<file path="src/rtl/squ_cond_gate.sv">
// Square-input conditioning gate for time_measure: sync, glitch filter, edge-ordered step outputs.
// Optional build macro SQU_GLITCH_CNT_EN adds per-channel aborted-glitch counters.
module squ_cond_gate #(
  parameter int unsigned SYNC_STAGES = 2,
  parameter int unsigned FILT_LEN    = 4,
  parameter int unsigned TIMEOUT_CYC = 100000000
) (
  input  logic        clk,
  input  logic        rst,
  input  logic        arm,
  input  logic        squ_in0,
  input  logic        squ_in1,
  output logic        squ_r0,
  output logic        squ_r1,
  output logic        filt0,
  output logic        filt1,
  output logic        busy,
  output logic        done,
  output logic        timeout
`ifdef SQU_GLITCH_CNT_EN
  ,
  output logic [15:0] glitch_cnt0,
  output logic [15:0] glitch_cnt1
`endif
);

  typedef enum logic [1:0] {IDLE, WAIT0, WAIT1, HOLD} state_t;

  localparam logic [7:0]  FC_LAST = 8'(FILT_LEN - 1);
  localparam logic [31:0] TO_LAST = 32'(TIMEOUT_CYC - 1);
  localparam bit          TO_EN   = (TIMEOUT_CYC != 0);

  logic [1:0] w_raw;
  logic [1:0] w_filt;
  logic [1:0] w_rise;
`ifdef SQU_GLITCH_CNT_EN
  logic [15:0] w_gcnt [2];
`endif

  assign w_raw = {squ_in1, squ_in0};

  for (genvar g = 0; g < 2; g++) begin : g_ch
    logic [SYNC_STAGES-1:0] r_sync;
    logic [7:0]             r_fc;
    logic                   r_lvl;
    logic                   r_lvl_d;
    logic                   w_sn;

    assign w_sn = r_sync[SYNC_STAGES-1];

    always_ff @(posedge clk or posedge rst) begin
      if (rst) begin
        r_sync  <= '0;
        r_fc    <= '0;
        r_lvl   <= 1'b0;
        r_lvl_d <= 1'b0;
      end else begin
        r_sync  <= {r_sync[SYNC_STAGES-2:0], w_raw[g]};
        r_lvl_d <= r_lvl;
        if (w_sn == r_lvl) begin
          r_fc <= '0;
        end else if (r_fc == FC_LAST) begin
          r_lvl <= w_sn;
          r_fc  <= '0;
        end else begin
          r_fc <= r_fc + 8'd1;
        end
      end
    end

    assign w_filt[g] = r_lvl;
    assign w_rise[g] = r_lvl & ~r_lvl_d;

`ifdef SQU_GLITCH_CNT_EN
    logic [15:0] r_gcnt;
    // A run is aborted when the sample falls back to the filtered level mid-count.
    always_ff @(posedge clk or posedge rst) begin
      if (rst) begin
        r_gcnt <= '0;
      end else if (arm) begin
        r_gcnt <= '0;
      end else if ((w_sn == r_lvl) && (r_fc != '0) && (r_gcnt != '1)) begin
        r_gcnt <= r_gcnt + 16'd1;
      end
    end
    assign w_gcnt[g] = r_gcnt;
`endif
  end

  state_t      r_state, w_state;
  logic        r_sq0, w_sq0;
  logic        r_sq1, w_sq1;
  logic        r_busy, w_busy;
  logic        r_done, w_done;
  logic        r_to, w_to;
  logic [31:0] r_timer, w_timer;

  always_ff @(posedge clk or posedge rst) begin
    if (rst) begin
      r_state <= IDLE;
      r_sq0   <= 1'b0;
      r_sq1   <= 1'b0;
      r_busy  <= 1'b0;
      r_done  <= 1'b0;
      r_to    <= 1'b0;
      r_timer <= '0;
    end else begin
      r_state <= w_state;
      r_sq0   <= w_sq0;
      r_sq1   <= w_sq1;
      r_busy  <= w_busy;
      r_done  <= w_done;
      r_to    <= w_to;
      r_timer <= w_timer;
    end
  end

  // Priority inside a measurement: arm restart, then timeout abort, then edge events.
  always_comb begin
    w_state = r_state;
    w_sq0   = r_sq0;
    w_sq1   = r_sq1;
    w_done  = 1'b0;
    w_to    = 1'b0;
    w_timer = r_timer;
    unique case (r_state)
      IDLE: begin
        w_sq0 = 1'b0;
        w_sq1 = 1'b0;
        if (arm) begin
          w_state = WAIT0;
          w_timer = '0;
        end
      end
      WAIT0, WAIT1: begin
        w_timer = r_timer + 32'd1;
        if (arm) begin
          w_state = WAIT0;
          w_sq0   = 1'b0;
          w_sq1   = 1'b0;
          w_timer = '0;
        end else if (TO_EN && (r_timer == TO_LAST)) begin
          w_state = IDLE;
          w_sq0   = 1'b0;
          w_sq1   = 1'b0;
          w_to    = 1'b1;
        end else if ((r_state == WAIT0) && w_rise[0]) begin
          w_state = WAIT1;
          w_sq0   = 1'b1;
        end else if ((r_state == WAIT1) && w_rise[1]) begin
          w_state = HOLD;
          w_sq1   = 1'b1;
          w_done  = 1'b1;
        end
      end
      HOLD: begin
        if (arm) begin
          w_state = WAIT0;
          w_sq0   = 1'b0;
          w_sq1   = 1'b0;
          w_timer = '0;
        end
      end
      default: w_state = IDLE;
    endcase
    w_busy = (w_state == WAIT0) || (w_state == WAIT1);
  end

  assign squ_r0  = r_sq0;
  assign squ_r1  = r_sq1;
  assign filt0   = w_filt[0];
  assign filt1   = w_filt[1];
  assign busy    = r_busy;
  assign done    = r_done;
  assign timeout = r_to;
`ifdef SQU_GLITCH_CNT_EN
  assign glitch_cnt0 = w_gcnt[0];
  assign glitch_cnt1 = w_gcnt[1];
`endif

endmodule

</file>
<file path="config.mk">
export PLATFORM = sky130hd
export DESIGN_NAME = squ_cond_gate
export DESIGN_NICKNAME = d
export VERILOG_FILES = /design/src/rtl/squ_cond_gate.sv
export SDC_FILE = /design/constraint.sdc
export NUM_CORES = 1
export LEC_CHECK = 0
export ABC_AREA = 1
export CORE_ASPECT_RATIO = 2
export CORE_MARGIN = 2
export CORE_UTILIZATION = 30
export CTS_BUF_LIST = sky130_fd_sc_hd__clkbuf_4 sky130_fd_sc_hd__clkbuf_8
export DETAILED_ROUTE_END_ITERATION = 6
export HOLD_SLACK_MARGIN = 0.06
export SYNTH_ARGS = -nofsm -noshare
export SYNTH_HDL_FRONTEND = slang
export SYNTH_SLANG_ARGS = --single-unit
</file>
<file path="constraint.sdc">
create_clock -name clk -period 2.95 [get_ports clk]
set_input_delay 0.59 -clock clk [delete_from_list [all_inputs] [get_ports clk]]
set_output_delay 0.59 -clock clk [all_outputs]
set_load 0.02 [all_outputs]
</file>
# After elaboration in Yosys (flattened, before gate mapping)
# Index checks and enable logic that the tools add are counted.
[word_totals]
reg_bits = 63
elab_cells = 80
out_inout_bits = 7
latchBits = 0
ramBits = 0
n_memories = 0
romBits = 0
[classes]
multipliers = 0
n_reduce_logical = 10
shift = 0
div_mod_pow = 0
order_cmp = 0
n_mux = 31
n_addsub = 3
n_eq_ne = 15
n_bitwise = 6
[op_table]
columns = ["op", "n"]
rows = [
  ["$mux W32", 2],
  ["$pmux W32 S2", 1],
  ["$add A32 B1 Y32 const B", 1],
  ["$eq A32 B27 Y1 const B", 1],
  ["$mux W8", 4],
  ["$add A8 B1 Y8 const B", 2],
  ["$eq A8 B2 Y1 const B", 2],
  ["$mux W1", 16],
  ["$ne A4 B4 Y1 const B", 3],
  ["$mux W2", 5],
  ["$eq A2 B2 Y1 const B", 3],
  ["$pmux W1 S3", 2],
  ["$reduce_and A2 Y1", 3],
  ["$eq A2 B1 Y1 const B", 2],
  ["$not A1 Y1", 4],
  ["$pmux W2 S2", 1],
  ["$reduce_or A2 Y1", 2],
  ["$reduce_and A3 Y1", 1],
  ["$and A1 B1 Y1", 2],
  ["$eq A1 B1 Y1", 2],
  ["$logic_and A1 B1 Y1", 2],
  ["$logic_not A2 Y1", 1],
  ["$ne A2 B1 Y1 const B", 1],
  ["$ne A2 B2 Y1 const B", 1],
  ["$logic_or A1 B1 Y1", 1],
]

# Longest topological paths before layout
# Gate-level depths: netlist of the first run.
[logic_depth]
ltp_word = 10
ltp_mapped = 11
mapped_depth_nobuf = 11

# Worst setup path after synthesis of the first run
# OpenSTA, ideal clock, no wires.
[synth_path]
path_type = "reg2reg"
from = "register r_state[0]"
to = "register r_timer[22]"
arrival_ps = 1496
path_buffers = 0
period_less_slack_ps = 1619
stages_incl_launch_ff = 11
setup_ps = 123
slack_ps = 1331
t_required_ps = 2827
path_cell_list = "dfrtp_1 -> inv_1 -> ha_1 -> nor2_1 -> nand2_2 -> nor2_2 -> nand2_2 -> inv_2 -> nand2_1 -> o21ai_1 -> a21oi_1"
[synth_between]
elab_chain_len = 3
elab_cells_between_ends = 8
[synth_lines]
columns = ["item", "line", "text"]
rows = [
  ["start: declaration", "90", "state_t r_state, w_state;"],
  ["start signal: assignment", "108", "r_state <= w_state;"],
  ["$eq A2 B2 Y1 (tied with other cells)", "126", "unique case (r_state)"],
  ["$reduce_or A2 Y1, on equally long branches", "-", ""],
  ["$pmux W32 S2 or $ne A2 B1 Y1 (tied branches)", "-", ""],
  ["end signal: assignment", "114", "r_timer <= w_timer;"],
  ["end: declaration", "96", "logic [31:0] r_timer, w_timer;"],
]
# Parallel ways exist; a longest one is shown, timed or not.
# A chain may end at the register's enable or synchronous reset.

# Worst setup path in the final report of the first run
[layout_path]
from = "register g_ch[1].r_lvl (netlist: filt1)"
to = "output port filt1"
[layout_rtl]
columns = ["item", "line", "text"]
rows = [
  ["start: declaration", "45", "logic r_lvl;"],
  ["start signal: assignment", "63", "r_lvl <= w_sn;"],
  ["end: declaration", "16", "output logic filt1,"],
]
# No word-level cell between the ends.

==> results.py, run 1 <==
metrics = {
    "status": {
        "status": "completed",
    },
    "power": {
        "ir_drop_mv": 0.306,
        "intPower_mw": 1.46,
        "p_leak_nw": 1.67,
        "power.share.clock_pct": 28.8,
        "pwr-share-comb_pct": 23.1,
        "pwr-share-seq_pct": 48.1,
        "switching_share_pct": 32.7,
        "power.density_nw_per_um2": 578,
        "finalPower_mw": 2.17,
        "power_switching_uw": 711,
    },
    "worst_setup_path": {
        "arrival_ps": 1440,
        "cp_slowest_cell": "clkdlybuf4s50_1",
        "path_max_fanout": 5,
        "rrSetupSlack_ps": 1070,
        "required_ps": 2360,
        "r2r_start": "r_state[1]$_DFF_PP0_",
        "crit_family": "buffers and inverters",
        "r2r-end": "r_timer[28]$_DFFE_PP0P_",
        "end_kind": "primary output",
        "worst_r2r_path_depth": 7,
        "crit_chain": "clkdlybuf4s50_1",
        "path_buf_inv": 1,
        "slowest_delay_ps": 650,
        "startpoint_type": "flop",
        "crit_cells": 1,
        "path_class": "flop to primary output",
    },
    "clocking": {
        "path_clk_slew_ps": 60,
        "tritoncts": "done",
        "cts_inserted_buffers": 9,
        "cts_hold_buf": 0,
        "clk_path_buf_depth": 2,
        "post_cts_buffers": 0,
        "h-tree-depth": 3,
        "cts_resized": 0,
        "insertion_delay_ps": 350,
        "cts_sinks": 63,
        "cts-root-buf": "clkbuf_8",
    },
    "floorplanning": {
        "die_h_um": 152,
        "die-area_um2": 11900,
        "start_util_pct": 30.6,
        "io_pins": 12,
        "die_x_um": 78.2,
        "placementRows": 54,
        "core-area_um2": 10800,
    },
    "worst_hold_path": {
        "hold_end": "g_ch[1].r_sync[1]$_DFF_PP0_",
        "hold_depth": 0,
        "hp-class": "flop to flop",
        "hp-start": "g_ch[1].r_sync[0]$_DFF_PP0_",
    },
    "logic_synthesis": {
        "yosysSeqAreaShare_pct": 47.7,
        "synth-seq-cells": 63,
        "yosys_warnings": 0,
        "synthCells": 427,
        "synthesis.area_um2": 3310,
        "synth.distinct_cells": 31,
        "synth_nets": 438,
        "synthFlopType": "dfrtp_1",
        "avgSynthCellArea_um2": 7.74,
        "synth-async-reset-ratio_pct": 100,
        "synth_edf_count": 0,
    },
    "place": {
        "dpl_cell_area_um2": 3600,
        "place_ws_ps": 638,
        "numPortBuffers": 11,
        "dp_hpwl_um": 5540,
        "routabilityCongestion": 0.915,
    },
    "layout": {
        "n_antenna_cell": 0,
        "layout-drive-gt1-share_pct": 10.6,
        "multi_input_area_um2": 1470,
        "final_net_count": 459,
        "num-fill-cells": 1146,
        "fin_area_um2": 3760,
        "seq_area_um2": 1580,
        "syn2layout_area_growth_pct": 13.8,
    },
    "sta": {
        "final-max-slew-violation-count": 0,
        "finalSetupViolCount": 0,
        "worstMarginPinSlew_ps": 504,
        "period_needed_ps": 2030,
        "fmax_mhz": 493,
        "worst_hold_slack_ps": 353,
        "skew_ps": 7.42,
        "finalCritPeriodShare_pct": 68.7,
        "setup_tns_ps": 0,
        "hold_viol": 0,
        "rsz0062_at_grt": "no",
        "fin_ws_ps": 923,
        "relSlewSlack_pct": 66.3,
    },
    "global_routing": {
        "antenna_found_initial": 0,
        "grt_pass1_wl_um": 12600,
        "grt-ovfl-total": 0,
        "grt_usage_pct": 13.6,
        "grt_pass1_vias": 2795,
        "grt_max_degree": 64,
    },
    "routing": {
        "wl_per_cell_um": 12.3,
        "dr.pass1.iters": 4,
        "vias": 2729,
        "drt_iter0_markers": 141,
        "drt_wl_total_um": 7270,
        "detail-route-antenna-nets": 0,
        "remaining_drc_errors": 0,
        "routed_via_density": 4.62,
    },
    "run": {
        "drv_cap": 0,
    },
}
metrics by stage:
step / instances / util (%)
2_1_floorplan: 427 / -
3_3_place_gp: 577 / 33.3
3_5_place_dp: 577 / 33.3
4_1_cts: 591 / 34.8
5_1_grt: 591 / 34.8
6_report: 591 / 34.8
metal layers:
layer / share of wire [%] / up-vias / wire, um / GRT usage, %
met3: 2.2 / 23 / 163 / 2.73
met2: 55 / 40 / 3960 / 24.3
met1: 39 / 1264 / 2820 / 14.0
li1: - / 1402 / - / -
met4: 4.4 / 0 / 321 / 8.69
met5: 0 / - / 0 / 0
registers in the layout, summed over array words and instances, names as in the netlist:
signal / cells
g_ch.r_lvl_d: 2
r_state: 2
g_ch.r_fc: 16
filt0: 1
g_ch.r_sync: 4
r_timer: 32
done: 1
timeout: 1
busy: 1
filt1: 1
squ_r0: 1
squ_r1: 1
cells in the final DEF (no fill, tap or decap), types with 4 or more instances in the layout:
| cell type | instances |
|---|---|
| a21oi_1 | 29 |
| clkbuf_8 | 9 |
| clkdlybuf4s50_1 | 11 |
| dfrtp_1 | 63 |
| ha_1 | 6 |
| inv_1 | 57 |
| inv_2 | 6 |
| nand2_1 | 98 |
| nand2_2 | 7 |
| nand3_1 | 17 |
| nand3_2 | 5 |
| nand4_1 | 7 |
| nor2_1 | 60 |
| nor2_2 | 4 |
| nor3_1 | 18 |
| nor3_2 | 4 |
| o21a_1 | 4 |
| o21ai_0 | 17 |
worst reg2reg max path, delay by kind of cell, from the launching register on:
kind          cells  cell delay [ps]
flops             1              440
simple gates      6              950
fa+ha+maj         1              390
cell usage after synthesis, types with 2 or more instances:
| cell | number | area, um^2 |
|---|---|---|
| nor4_1 | 2 | 12.5 |
| inv_1 | 58 | 218 |
| a21oi_1 | 29 | 145 |
| nor2_4 | 3 | 33.8 |
| ha_1 | 6 | 75.1 |
| nand4_1 | 7 | 43.8 |
| nand3_2 | 5 | 50.1 |
| nand3_1 | 17 | 85.1 |
| buf_2 | 2 | 10.0 |
| xor2_1 | 3 | 26.3 |
| nor3_2 | 4 | 40.0 |
| nand2_1 | 98 | 368 |
| nor2_1 | 60 | 225 |
| nor3_1 | 18 | 90.1 |
| xnor2_1 | 3 | 26.3 |
| o21ai_1 | 3 | 15.0 |
| o21a_1 | 4 | 30.0 |
| inv_2 | 5 | 18.8 |
| o21ai_0 | 17 | 85.1 |
| dfrtp_1 | 63 | 1580 |
| nand2_2 | 7 | 43.8 |
| nor2_2 | 4 | 25.0 |
power groups by stage:
stage | registers, mW | logic [mW] | clock network (mW)
after floorplan | 1.07 | 0.338 | 0
after global placement | 1.06 | 0.505 | 0
after detailed placement | 1.06 | 0.513 | 0
after CTS | 1.05 | 0.515 | 0.654
after global routing | 1.06 | 0.583 | 0.697
final | 1.05 | 0.502 | 0.626
logic make-up after synthesis:
group	Yosys count	share of synthesized area (%)
fa+ha+maj	6	2.27
simple gates	230	31.9
xor+xnor	6	1.59
flops	63	47.7
compound gates	55	8.78
buf+inv	67	7.72
worst max-delay path by stage:
stage                                 start              to
final                     filt1$_DFFE_PP0P_           filt1
after global routing                    arm  busy$_DFF_PP0_
after detailed placement                arm  busy$_DFF_PP0_
after floorplan                         rst  busy$_DFF_PP0_
after global placement                  arm  busy$_DFF_PP0_
after CTS                 filt1$_DFFE_PP0P_           filt1
layout make-up:
type / count / area share (%)
Clock buffer: 12 / 3.89
Clock inverter: 2 / 0.266
Inverter: 64 / 6.42
Multi-Input combinational cell: 297 / 39.2
Sequential cell: 63 / 41.9
Tap cell: 140 / 4.66
Timing Repair Buffer: 13 / 3.66
Power figures use the tool's default switching activity.
==> run 2: changes to the inputs <==
==> constraint.sdc (replaced) <==
create_clock -name clk -period 2 [get_ports clk]
set_input_delay 0.4 -clock clk [delete_from_list [all_inputs] [get_ports clk]]
set_output_delay 0.4 -clock clk [all_outputs]
set_load 0.02 [all_outputs]
==> run 2 against run 1 <==
Worst hold slack got worse by 1.3 ps. Setup slack lost 760 ps. Non-clock buffer count increased by 4. Sequential share of layout area shrank 1.0 points. Clock skew about the same. Total power up 56%. Critical path depth is the same. Sequential cell count unchanged. Core utilization rose by 0.87 points. Sequential power up 47%. Via count up 3.0%. Die area unchanged. Critical path type unchanged. Largest power group unchanged.
==> results.py, run 2 (synthesis gave the netlist of run 1 again) <==
metrics = {
    "status": {
        "status": "completed",
    },
    "sta": {
        "period_needed_ps": 1840,
        "setup_tns_ps": 0,
        "rsz0062_at_grt": "no",
        "skew_ps": 7.08,
        "hold_viol": 0,
        "finalCritPeriodShare_pct": 91.8,
        "final-max-slew-violation-count": 0,
        "fmax_mhz": 545,
        "worstMarginPinSlew_ps": 514,
        "relSlewSlack_pct": 65.7,
        "worst_hold_slack_ps": 352,
        "fin_ws_ps": 165,
        "finalSetupViolCount": 0,
    },
    "global_routing": {
        "grt_usage_pct": 14.4,
        "grt_max_degree": 25,
        "grt-ovfl-total": 0,
        "grt_pass1_vias": 2843,
        "antenna_found_initial": 0,
        "grt_pass1_wl_um": 13300,
    },
    "place": {
        "dp_hpwl_um": 6030,
        "numPortBuffers": 11,
        "routabilityCongestion": 0.874,
        "place_ws_ps": 179,
    },
    "clocking": {
        "cts_sinks": 63,
        "cts_inserted_buffers": 9,
        "cts-root-buf": "clkbuf_8",
        "path_clk_slew_ps": 70,
        "clk_path_buf_depth": 2,
        "post_cts_buffers": 0,
        "tritoncts": "done",
        "insertion_delay_ps": 350,
        "h-tree-depth": 3,
        "cts_hold_buf": 0,
    },
    "routing": {
        "wl_per_cell_um": 13.2,
        "routed_via_density": 4.71,
        "vias": 2811,
        "drt_iter0_markers": 129,
        "dr.pass1.iters": 4,
        "remaining_drc_errors": 0,
        "drt_wl_total_um": 7890,
        "detail-route-antenna-nets": 0,
    },
    "floorplanning": {
        "core-area_um2": 10800,
        "die_h_um": 152,
        "placementRows": 54,
        "start_util_pct": 30.6,
        "die_x_um": 78.2,
        "die-area_um2": 11900,
        "io_pins": 12,
    },
    "layout": {
        "regMostFlops": "r_timer",
        "layout_commonest_cell": "nand2_1",
        "fin_util_pct": 35.7,
        "largest_reg_flops": 32,
        "layout-drive-gt1-share_pct": 12.0,
        "num-fill-cells": 1150,
        "layout_common_cells": "nand2_1, dfrtp_1, nor2_1",
        "largest_registers": "r_timer x32, g_ch.r_fc x16, g_ch.r_sync x4",
        "syn2layout_area_growth_pct": 16.6,
        "final_net_count": 463,
        "n_antenna_cell": 0,
    },
    "worst_setup_path": {
        "r2r_start": "r_state[0]$_DFF_PP0_",
        "crit_family": "buffers and inverters",
        "slowest_delay_ps": 640,
        "path_max_fanout": 5,
        "path_buf_inv": 1,
        "required_ps": 1600,
        "cp_slowest_cell": "clkdlybuf4s50_1",
        "startpoint_type": "flop",
        "path_class": "flop to primary output",
        "arrival_ps": 1440,
        "critPathLaunch": "filt1$_DFFE_PP0P_",
        "end_kind": "primary output",
        "crit_chain": "clkdlybuf4s50_1",
    },
    "power": {
        "p_leak_nw": 1.73,
        "ir_drop_mv": 0.352,
        "finalPower_mw": 3.39,
        "power.density_nw_per_um2": 880,
    },
    "worst_hold_path": {
        "hp-start": "g_ch[0].r_sync[0]$_DFF_PP0_",
        "hp-class": "flop to flop",
    },
    "run": {
        "drv_cap": 0,
    },
}
run 2: final timing paths:
kind	end	slack, ps	depth (start not counted)
max reg2reg	r_timer[28]$_DFFE_PP0P_	200	8
min reg2reg	g_ch[0].r_sync[1]$_DFF_PP0_	350	0
min	g_ch[0].r_sync[1]$_DFF_PP0_	350	0
min in group asynchronous	g_ch[1].r_fc[4]$_DFF_PP0_	400	2
max	filt1	160	1
max in group asynchronous	r_timer[30]$_DFFE_PP0P_	1080	3
run 2: layout make-up:
type | instances | area [um^2] | share of cell area [%]
flip-flops and latches | 63 | 1580 | 40.9
well taps | 140 | 175 | 4.54
clock inverters | 3 | 15.0 | 0.389
inverters | 64 | 241 | 6.26
clock buffers | 13 | 179 | 4.64
multi-input cells | 297 | 1490 | 38.6
repair buffers | 17 | 180 | 4.67
run 2: power breakdown:
part	internal, mW	total, mW	switching (mW)
Sequential	1.41	1.54	0.127
Clock	0.579	1.07	0.493
Combinational	0.283	0.778	0.494
run 2: what timing repair did:
item | CTS | global route
gates resized for setup | 0 | 3
endpoints found under the hold margin | 0 | 0
setup endpoints to repair | 0 | 3
run 2: through the flow:
stage / area [um^2] / instances
6_report: 3850 / 597
5_1_grt: 3850 / 597
4_1_cts: 3840 / 597
3_5_place_dp: 3650 / 581
3_3_place_gp: 3650 / 581
2_1_floorplan: 3310 / 427
run 2: routing by layer:
| metal | GRT usage, % | vias up | share of wire, % | routed length, um |
|---|---|---|---|---|
| met1 | 13.6 | 1336 | 35 | 2770 |
| met3 | 2.67 | 17 | 2.6 | 208 |
| met4 | 9.11 | 0 | 4.2 | 334 |
| li1 | - | 1407 | - | - |
| met2 | 27.2 | 51 | 58 | 4580 |
| met5 | 0 | - | 0 | 0 |
==> run 3: changes to the inputs <==
--- a/config.mk
+++ b/config.mk
@@ -11,6 +11,7 @@
 export CORE_UTILIZATION = 30
 export CTS_BUF_LIST = sky130_fd_sc_hd__clkbuf_4 sky130_fd_sc_hd__clkbuf_8
 export DETAILED_ROUTE_END_ITERATION = 6
+export GPL_ROUTABILITY_DRIVEN = 0
 export HOLD_SLACK_MARGIN = 0.06
 export SYNTH_ARGS = -nofsm -noshare
 export SYNTH_HDL_FRONTEND = slang
==> results of run 3 <==
No change in the layout: final DEF, timing and power equal those of run 2.
